`src/rtl/pixel_pad_streamer.sv`:
```
// Streams a frame padded with a one-pixel zero border, C words per pixel position.
// Define PAD_STREAMER_FLUSH_EN to append 2*(W+2)*C+4 zero flush beats after each frame.
module pixel_pad_streamer #(
   parameter int DATA_W = 64,
   parameter int DIM_W  = 16
) (
   input  logic              clk,
   input  logic              rst,
   input  logic [DIM_W-1:0]  cfg_img_width,
   input  logic [DIM_W-1:0]  cfg_img_height,
   input  logic [9:0]        cfg_ci_groups,
   input  logic              go,
   output logic              busy,
   output logic              done,
   input  logic [DATA_W-1:0] s_data,
   input  logic              s_valid,
   output logic              s_ready,
   output logic [DATA_W-1:0] pixel_out,
   output logic              pixel_out_valid,
   output logic              pixel_out_last,
   input  logic              pixel_out_ready
);
   localparam logic [DIM_W:0] ONE = {{DIM_W{1'b0}}, 1'b1};

   typedef enum logic [1:0] {
      IDLE,
      RUN,
`ifdef PAD_STREAMER_FLUSH_EN
      FLUSH,
`endif
      FIN
   } state_t;

   state_t state_q, state_d;

   logic [DIM_W-1:0]  w_q, h_q;
   logic [9:0]        c_q;
   logic              zero_cfg_q;
   logic [DIM_W:0]    row_q, col_q;
   logic [9:0]        grp_q;
   logic              gen_done_q;
   logic [DATA_W-1:0] out_data_q;
   logic              out_valid_q, out_last_q;

   logic [DIM_W:0] row_end, col_end;
   logic [9:0]     grp_end;
   logic           interior, pos_last, out_free, out_fire, run_load;

   // Border rows/columns sit at index 0 and at dimension+1.
   assign row_end  = {1'b0, h_q} + ONE;
   assign col_end  = {1'b0, w_q} + ONE;
   assign grp_end  = c_q - 10'd1;
   assign interior = (row_q != '0) && (row_q != row_end) && (col_q != '0) && (col_q != col_end);
   assign pos_last = (row_q == row_end) && (col_q == col_end) && (grp_q == grp_end);
   assign out_free = !out_valid_q || pixel_out_ready;
   assign out_fire = out_valid_q && pixel_out_ready;

   assign run_load = (state_q == RUN) && !zero_cfg_q && !gen_done_q && out_free &&
                     (!interior || s_valid);
   assign s_ready  = (state_q == RUN) && !zero_cfg_q && !gen_done_q && interior && out_free;

`ifdef PAD_STREAMER_FLUSH_EN
   localparam int FW = DIM_W + 12;
   logic [FW-1:0] flush_total_q, flush_cnt_q, flush_total_d;
   logic          flush_load;

   assign flush_total_d = (((FW'({1'b0, cfg_img_width}) + FW'(2)) * FW'(cfg_ci_groups)) << 1) + FW'(4);
   assign flush_load    = (state_q == FLUSH) && !gen_done_q && out_free;
`endif

   assign busy            = (state_q != IDLE);
   assign done            = (state_q == FIN);
   assign pixel_out       = out_data_q;
   assign pixel_out_valid = out_valid_q;
   assign pixel_out_last  = out_last_q;

   always_ff @(posedge clk or posedge rst) begin
      if (rst) state_q <= IDLE;
      else     state_q <= state_d;
   end

   // gen_done_q marks the final beat of the phase as loaded; the phase ends when it is accepted.
   always_comb begin
      state_d = state_q;
      case (state_q)
         IDLE: if (go) state_d = RUN;
         RUN: begin
            if (zero_cfg_q) state_d = FIN;
`ifdef PAD_STREAMER_FLUSH_EN
            else if (gen_done_q && out_fire) state_d = FLUSH;
         end
         FLUSH: begin
            if (gen_done_q && out_fire) state_d = FIN;
`else
            else if (gen_done_q && out_fire) state_d = FIN;
`endif
         end
         FIN:     state_d = IDLE;
         default: state_d = IDLE;
      endcase
   end

   always_ff @(posedge clk or posedge rst) begin
      if (rst) begin
         w_q        <= '0;
         h_q        <= '0;
         c_q        <= '0;
         zero_cfg_q <= 1'b0;
`ifdef PAD_STREAMER_FLUSH_EN
         flush_total_q <= '0;
`endif
      end else if (state_q == IDLE && go) begin
         w_q        <= cfg_img_width;
         h_q        <= cfg_img_height;
         c_q        <= cfg_ci_groups;
         zero_cfg_q <= (cfg_img_width == '0) || (cfg_img_height == '0) || (cfg_ci_groups == '0);
`ifdef PAD_STREAMER_FLUSH_EN
         flush_total_q <= flush_total_d;
`endif
      end
   end

   always_ff @(posedge clk or posedge rst) begin
      if (rst) begin
         row_q      <= '0;
         col_q      <= '0;
         grp_q      <= '0;
         gen_done_q <= 1'b0;
`ifdef PAD_STREAMER_FLUSH_EN
         flush_cnt_q <= '0;
`endif
      end else if (state_q != state_d) begin
         row_q      <= '0;
         col_q      <= '0;
         grp_q      <= '0;
         gen_done_q <= 1'b0;
`ifdef PAD_STREAMER_FLUSH_EN
         flush_cnt_q <= '0;
`endif
      end else if (run_load) begin
         if (pos_last) gen_done_q <= 1'b1;
         if (grp_q == grp_end) begin
            grp_q <= '0;
            if (col_q == col_end) begin
               col_q <= '0;
               row_q <= row_q + ONE;
            end else begin
               col_q <= col_q + ONE;
            end
         end else begin
            grp_q <= grp_q + 10'd1;
         end
`ifdef PAD_STREAMER_FLUSH_EN
      end else if (flush_load) begin
         flush_cnt_q <= flush_cnt_q + FW'(1);
         if (flush_cnt_q == flush_total_q - FW'(1)) gen_done_q <= 1'b1;
`endif
      end
   end

   // Single output register: loads only when empty or draining, so it holds while stalled.
   always_ff @(posedge clk or posedge rst) begin
      if (rst) begin
         out_data_q  <= '0;
         out_valid_q <= 1'b0;
         out_last_q  <= 1'b0;
      end else if (run_load) begin
         out_data_q  <= interior ? s_data : '0;
         out_valid_q <= 1'b1;
         out_last_q  <= pos_last;
`ifdef PAD_STREAMER_FLUSH_EN
      end else if (flush_load) begin
         out_data_q  <= '0;
         out_valid_q <= 1'b1;
         out_last_q  <= 1'b0;
`endif
      end else if (out_fire) begin
         out_data_q  <= '0;
         out_valid_q <= 1'b0;
         out_last_q  <= 1'b0;
      end
   end

endmodule

```
`config.mk`:
```
export PLATFORM = sky130hd
export DESIGN_NAME = pixel_pad_streamer
export DESIGN_NICKNAME = d
export VERILOG_FILES = /design/src/rtl/pixel_pad_streamer.sv
export SDC_FILE = /design/constraint.sdc
export NUM_CORES = 1
export LEC_CHECK = 0
export CORE_UTILIZATION = 45
export CTS_CLUSTER_DIAMETER = 40
export CTS_CLUSTER_SIZE = 10
export DETAILED_ROUTE_END_ITERATION = 7
export HOLD_SLACK_MARGIN = 0.02
export PLACE_DENSITY_LB_ADDON = 0.1
export SKIP_CTS_REPAIR_TIMING = 1
export SYNTH_ARGS = -nofsm -noshare
export SYNTH_HDL_FRONTEND = slang
export SYNTH_SLANG_ARGS = --single-unit
```
`constraint.sdc`:
```
create_clock -name clk -period 10.8 [get_ports clk]
set_clock_uncertainty 0.2 [all_clocks]
set_input_delay 1.62 -clock clk [delete_from_list [all_inputs] [get_ports clk]]
set_output_delay 1.62 -clock clk [all_outputs]
set_load 0.01 [all_outputs]
```
==> results.yml, run 1 <==
status:
  status: "finished clean"
route:
  antenna_violating_nets_post_route: 0
  vias: 7463
  drtIter0Drc: 538
  drc: 0
  routed_wl_mm: 23.3
  first_pass_iters: 5
  vias_per_cell: 6.03
  wl_per_cell_um: 18.8
cts:
  cts_buffer_depth: 2
  root_buffer: "clkbuf_16"
  cts_tree: "done"
  numCtsBuffers: 17
  clock_latency_ps: 420
  cts.sink_count: 156
  h-tree-depth: 4
  path_clk_slew_ps: 70
power_and_ir_drop:
  p_per_area_nw_per_um2: 192
  p_leak_uw: 0.00442
  peakVddDrop_uv: 114
critical_path:
  path_max_fanout: 21
  r2r_slack_ps: 6830
  rr_startpoint: "c_q[0]"
  rr_endpoint: "row_q[10]"
  crit_slowest_cell: "clkdlybuf4s50_1"
  cpLargestDelayFamily: "simple AND/OR/NAND/NOR gates"
  path_cells: "ha_1 -> nand4_1 -> nor4_1 -> or3b_1 -> and2_1 -> and4b_4 -> and3_4 -> nor3_1 -> clkdlybuf4s50_1"
  endpoint_kind: "output port"
  r2r_cells: 10
  startpoint_type: "register"
  slowest_delay_ps: 610
  crit_buf_inv: 1
  critPathArrivalTime_ps: 3830
  required_ps: 8980
  worst-setup-path-type: "register to output port"
global_route:
  grt_pass1_wl_mm: 38.6
  gr-usage-all-layers: 0.243
  grt_max_degree: 89
  grt_overflow: 0
  grt_pass1_vias: 7504
  antenna_found_initial: 0
logic_synthesis:
  yosysWarnings: 0
  synth_edf_count: 0
  avgSynthCellArea_um2: 10.2
  seq_area_frac_synth: 0.451
  yosysUniqueCellTypes: 71
  synth_fp_nets: 967
  async_reset_ff_frac: 1.00
  syn_inst: 848
  ys_ff_latch: 156
  synth_ff_type: "dfrtp_1"
  netlist_area_um2: 8660
die:
  fp.dieH_um: 141
  core_area_um2: 18800
  num_io_pins: 180
  die_w_um: 141
  start_util: 0.462
  core.rowCount: 50
  dieArea_um2: 19800
placed_design:
  dpl.hpwl_mm: 15.5
  io_buffers: 179
  place_congestion: 0.839
timing:
  finalSetupViolCount: 0
  fin_crit_sh: 0.523
  slew_headroom: 0.259
  tns_ps: 0
  final_hold_viol_count: 0
  fin_crit_ps: 5650
  max_freq_ghz: 0.177
  slew_violations: 0
  worstMarginPinSlew_ps: 1110
  rsz0062_at_grt: "no"
final_layout:
  final_cell_mix: "179 x clkdlybuf4s50_1, 156 x dfrtp_1, 64 x a32o_1, 62 x nand2_1, 40 x nand3_1"
  antenna_cells: 0
  final_common_cell: "clkdlybuf4s50_1"
  fin_nets: 1110
  fill_cells: 1616
  synthToLayoutAreaGrowth_pct: 29.1
  drive_above_1_share: 0.106
  final_util: 0.596
hold_path:
  hold_path_depth: 1
  min_to: "pixel_out[12]"
  hold_start: "pixel_out[12]"
  hp-class: "register to register"
run:
  maxCapViolCount: 0
## worst max path at each step
stage                     slack (ps)  depth (start not counted)  endpoint            start
after floorplan                 4770                          1    c_q[0]              rst
after global placement          5210                          6   s_ready  pixel_out_ready
after detailed placement        5230                          6   s_ready  pixel_out_ready
after CTS                       5180                          9   s_ready           w_q[0]
after global routing            4900                          9   s_ready           w_q[0]
final                           5150                          9   s_ready           w_q[0]
## worst register-to-register path, cell delays in order, from the launching register on
cell and delay, ps:
dfrtp_1 460, inv_1 100, ha_1 340, nand2b_1 210
a21boi_0 180, o31ai_1 130, nor4_1 470, and2_1 600
nand4_2 430, or4_1 610, a21oi_1 150
## final cells by class
type	count	area, um2	area share
timing repair buffer	186	1840	0.165
clock inverter	14	205	0.0183
sequential	156	3900	0.349
inverter	19	76.3	0.00682
clock buffer	18	439	0.0393
multi-input combinational	611	4420	0.395
tap	234	293	0.0262
## cells in the mapped netlist, types with 4 or more instances
library cell	number	area [um2]
nand3_1	40	200
nor2_1	22	82.6
a31oi_1	5	31.3
buf_1	5	18.8
a311o_1	5	50.1
dfrtp_1	156	3900
or4_1	7	52.6
buf_2	8	40.0
nor2b_1	8	50.1
or3_1	7	43.8
nand3b_1	6	45.0
nand4_1	20	125
and2_1	11	68.8
a32o_1	64	641
inv_1	19	71.3
nor4b_1	4	35.0
nand2b_1	15	93.8
o31ai_1	12	90.1
o211ai_1	8	60.1
o22ai_1	8	50.1
buf_4	9	67.6
or2_2	5	31.3
a21oi_1	28	140
nor3_1	18	90.1
a211oi_1	8	60.1
mux2i_1	9	90.1
nor4_1	27	169
ha_1	8	100
mux2_2	39	439
o32ai_1	8	70.1
xnor2_1	25	219
o21ai_0	31	155
clkbuf_1	37	139
xor2_1	22	193
and4_1	4	35.0
nand2_1	63	236
and3_1	21	131
## metal layers
| layer | vias to the layer above | share of wire | track usage |
|---|---|---|---|
| li1 | 3547 | - | - |
| met1 | 3680 | 0.45 | 0.330 |
| met2 | 212 | 0.46 | 0.376 |
| met3 | 24 | 0.065 | 0.0676 |
| met4 | 0 | 0.017 | 0.0801 |
| met5 | - | 0 | 0 |
## per-stage QoR
stage	total power (uW)	area [um2]	hold slack, ps	cells	setup slack [ps]
3_5_place_dp	1490	10500	297	1206	5230
3_3_place_gp	1480	10500	292	1206	5210
6_report	2140	11200	320	1238	5150
4_1_cts	2160	11200	325	1238	5180
5_1_grt	2260	11200	338	1238	4900
2_1_floorplan	1290	8660	278	848	4770
## report_power, final
part           switching (uW)  total [uW]  internal [uW]
logic                     365         661            296
clock network             265         663            398
registers                 143         818            675
## registers in the layout, summed over array words and instances (netlist names)
name and cells:
h_q 16, grp_q 10, gen_done_q 1, w_q 16
row_q 17, state_q 2, col_q 17, pixel_out_last 1
zero_cfg_q 1, c_q 10, pixel_out 64, pixel_out_valid 1
## cell families after synthesis
group           synth area share
flops                      0.451
fa+ha+maj                 0.0116
mux                       0.0611
xor+xnor                  0.0475
compound gates             0.185
simple gates               0.202
buf+inv                   0.0428
Power figures use the tool's default switching activity.
==> run 2, diff against run 1 <==
==> constraint.sdc (replaced) <==
create_clock -name clk -period 5.48 [get_ports clk]
set_clock_uncertainty 0.2 [all_clocks]
set_input_delay 0.822 -clock clk [delete_from_list [all_inputs] [get_ports clk]]
set_output_delay 0.822 -clock clk [all_outputs]
set_load 0.01 [all_outputs]
==> run 2 against run 1 <==
Against the previous run:
- die area stayed put
- cell count is 0.24% higher
- sequential power is 97% higher
- sequential share of layout area is 0.058 points lower
- sequential cell count stayed put
==> results.yml, run 2 (synthesis results as in run 1) <==
global_route:
  antenna_found_initial: 0
  grt_max_degree: 87
  grt_pass1_vias: 7391
  grt_pass1_wl_mm: 38.6
  gr-usage-all-layers: 0.246
  grt_overflow: 0
final_layout:
  antenna_cells: 0
  fill_cells: 1554
  fin_nets: 1113
  synthToLayoutAreaGrowth_pct: 29.3
  final_common_cell: "clkdlybuf4s50_1"
  drive_above_1_share: 0.108
  final_cell_mix: "179 x clkdlybuf4s50_1, 156 x dfrtp_1, 64 x a32o_1, 62 x nand2_1, 40 x nand3_1"
  multiInputGateArea_um2: 4420
  seqCellArea_um2: 3900
  largest_reg_flops: 64
critical_path:
  worst-setup-path-type: "register to output port"
  worst-path-stages: 9
  crit_slowest_cell: "or4b_1"
  crit_buf_inv: 1
  path_cells: "ha_1 -> nand4_1 -> nor2_1 -> a21oi_1 -> or4b_1 -> a21oi_1 -> and3_4 -> nor3_1 -> clkdlybuf4s50_1"
  r2r_cells: 11
  critPathArrivalTime_ps: 3750
  path_max_fanout: 21
  cpLargestDelayFamily: "simple AND/OR/NAND/NOR gates"
  required_ps: 4460
  slowest_delay_ps: 560
  startpoint_type: "register"
  cpMostUsedCell: "a21oi_1"
  endpoint_kind: "output port"
status:
  status: "finished clean"
timing:
  worstMarginPinSlew_ps: 1020
  slew_headroom: 0.320
  fin_crit_ps: 4770
  final_hold_viol_count: 0
  fin_hold_ws_ps: 318
  slew_violations: 0
  tns_ps: 0
  finalSetupViolCount: 0
  max_freq_ghz: 0.209
  fin_crit_sh: 0.871
  rsz0062_at_grt: "no"
cts:
  cts.sink_count: 156
  root_buffer: "clkbuf_16"
  path_clk_slew_ps: 70
  clock_latency_ps: 430
  h-tree-depth: 4
  cts_tree: "done"
  numCtsBuffers: 17
  cts_buffer_depth: 2
route:
  first_pass_iters: 5
  routed_wl_mm: 23.3
  drc: 0
  wl_per_cell_um: 18.7
  vias: 7529
  vias_per_cell: 6.07
  drtIter0Drc: 504
  antenna_violating_nets_post_route: 0
power_and_ir_drop:
  power_uw: 4210
  p_per_area_nw_per_um2: 376
  p_leak_uw: 0.00444
  peakVddDrop_uv: 241
die:
  num_io_pins: 180
  core_area_um2: 18800
  die_w_um: 141
  core.rowCount: 50
  dieArea_um2: 19800
  start_util: 0.462
  fp.dieH_um: 141
hold_path:
  hold_path_depth: 1
  hp-class: "register to register"
placed_design:
  dpl.hpwl_mm: 15.9
  place_congestion: 0.849
  io_buffers: 179
run:
  maxCapViolCount: 0
run 2: changes by cell type in the layout (fill, tap and decap cells not counted):
cell	change
buf_4	+3
bufinv_16	-1
clkinv_8	+1
clkinvlp_4	-2
inv_6	-1
inv_8	+3
run 2: through the flow:
stage / std cells / util / worst slack [ps] / area [um2]
2_1_floorplan: 848 / - / 251 / 8660
3_3_place_gp: 1209 / 0.563 / 1320 / 10600
3_5_place_dp: 1209 / 0.563 / 1220 / 10600
4_1_cts: 1241 / 0.597 / 733 / 11200
5_1_grt: 1241 / 0.597 / 418 / 11200
6_report: 1241 / 0.597 / 705 / 11200
run 2: report_power, final:
group	leakage, uW	switching, uW	internal, uW
registers	0.00208	280	1330
logic	0.00205	717	588
clock network	0.000315	544	751
total	0.00444	1540	2670
run 2: layer usage:
metal	vias up	routed length [um]	global-route usage
met5	-	0	0
met4	0	324	0.0698
met3	19	1810	0.0751
met2	250	10800	0.381
met1	3711	10300	0.332
li1	3549	-	-
run 2: final cells by class:
class / instances / area share
repair buffers: 189 / 0.167
clock buffers: 18 / 0.0392
multi-input cells: 611 / 0.395
flip-flops and latches: 156 / 0.348
clock inverters: 14 / 0.0180
well taps: 234 / 0.0261
inverters: 19 / 0.00681
run 2: worst paths after layout:
kind | end | start | slack [ps]
setup / recovery | s_ready | w_q[0] | 710
hold / removal | pixel_out_last | pixel_out_last | 320
setup reg to reg | pixel_out[21] | h_q[0] | 1510
hold reg to reg | pixel_out_last | pixel_out_last | 320
max in group asynchronous | pixel_out[27] | rst | 3300
min in group asynchronous | pixel_out[40] | rst | 700
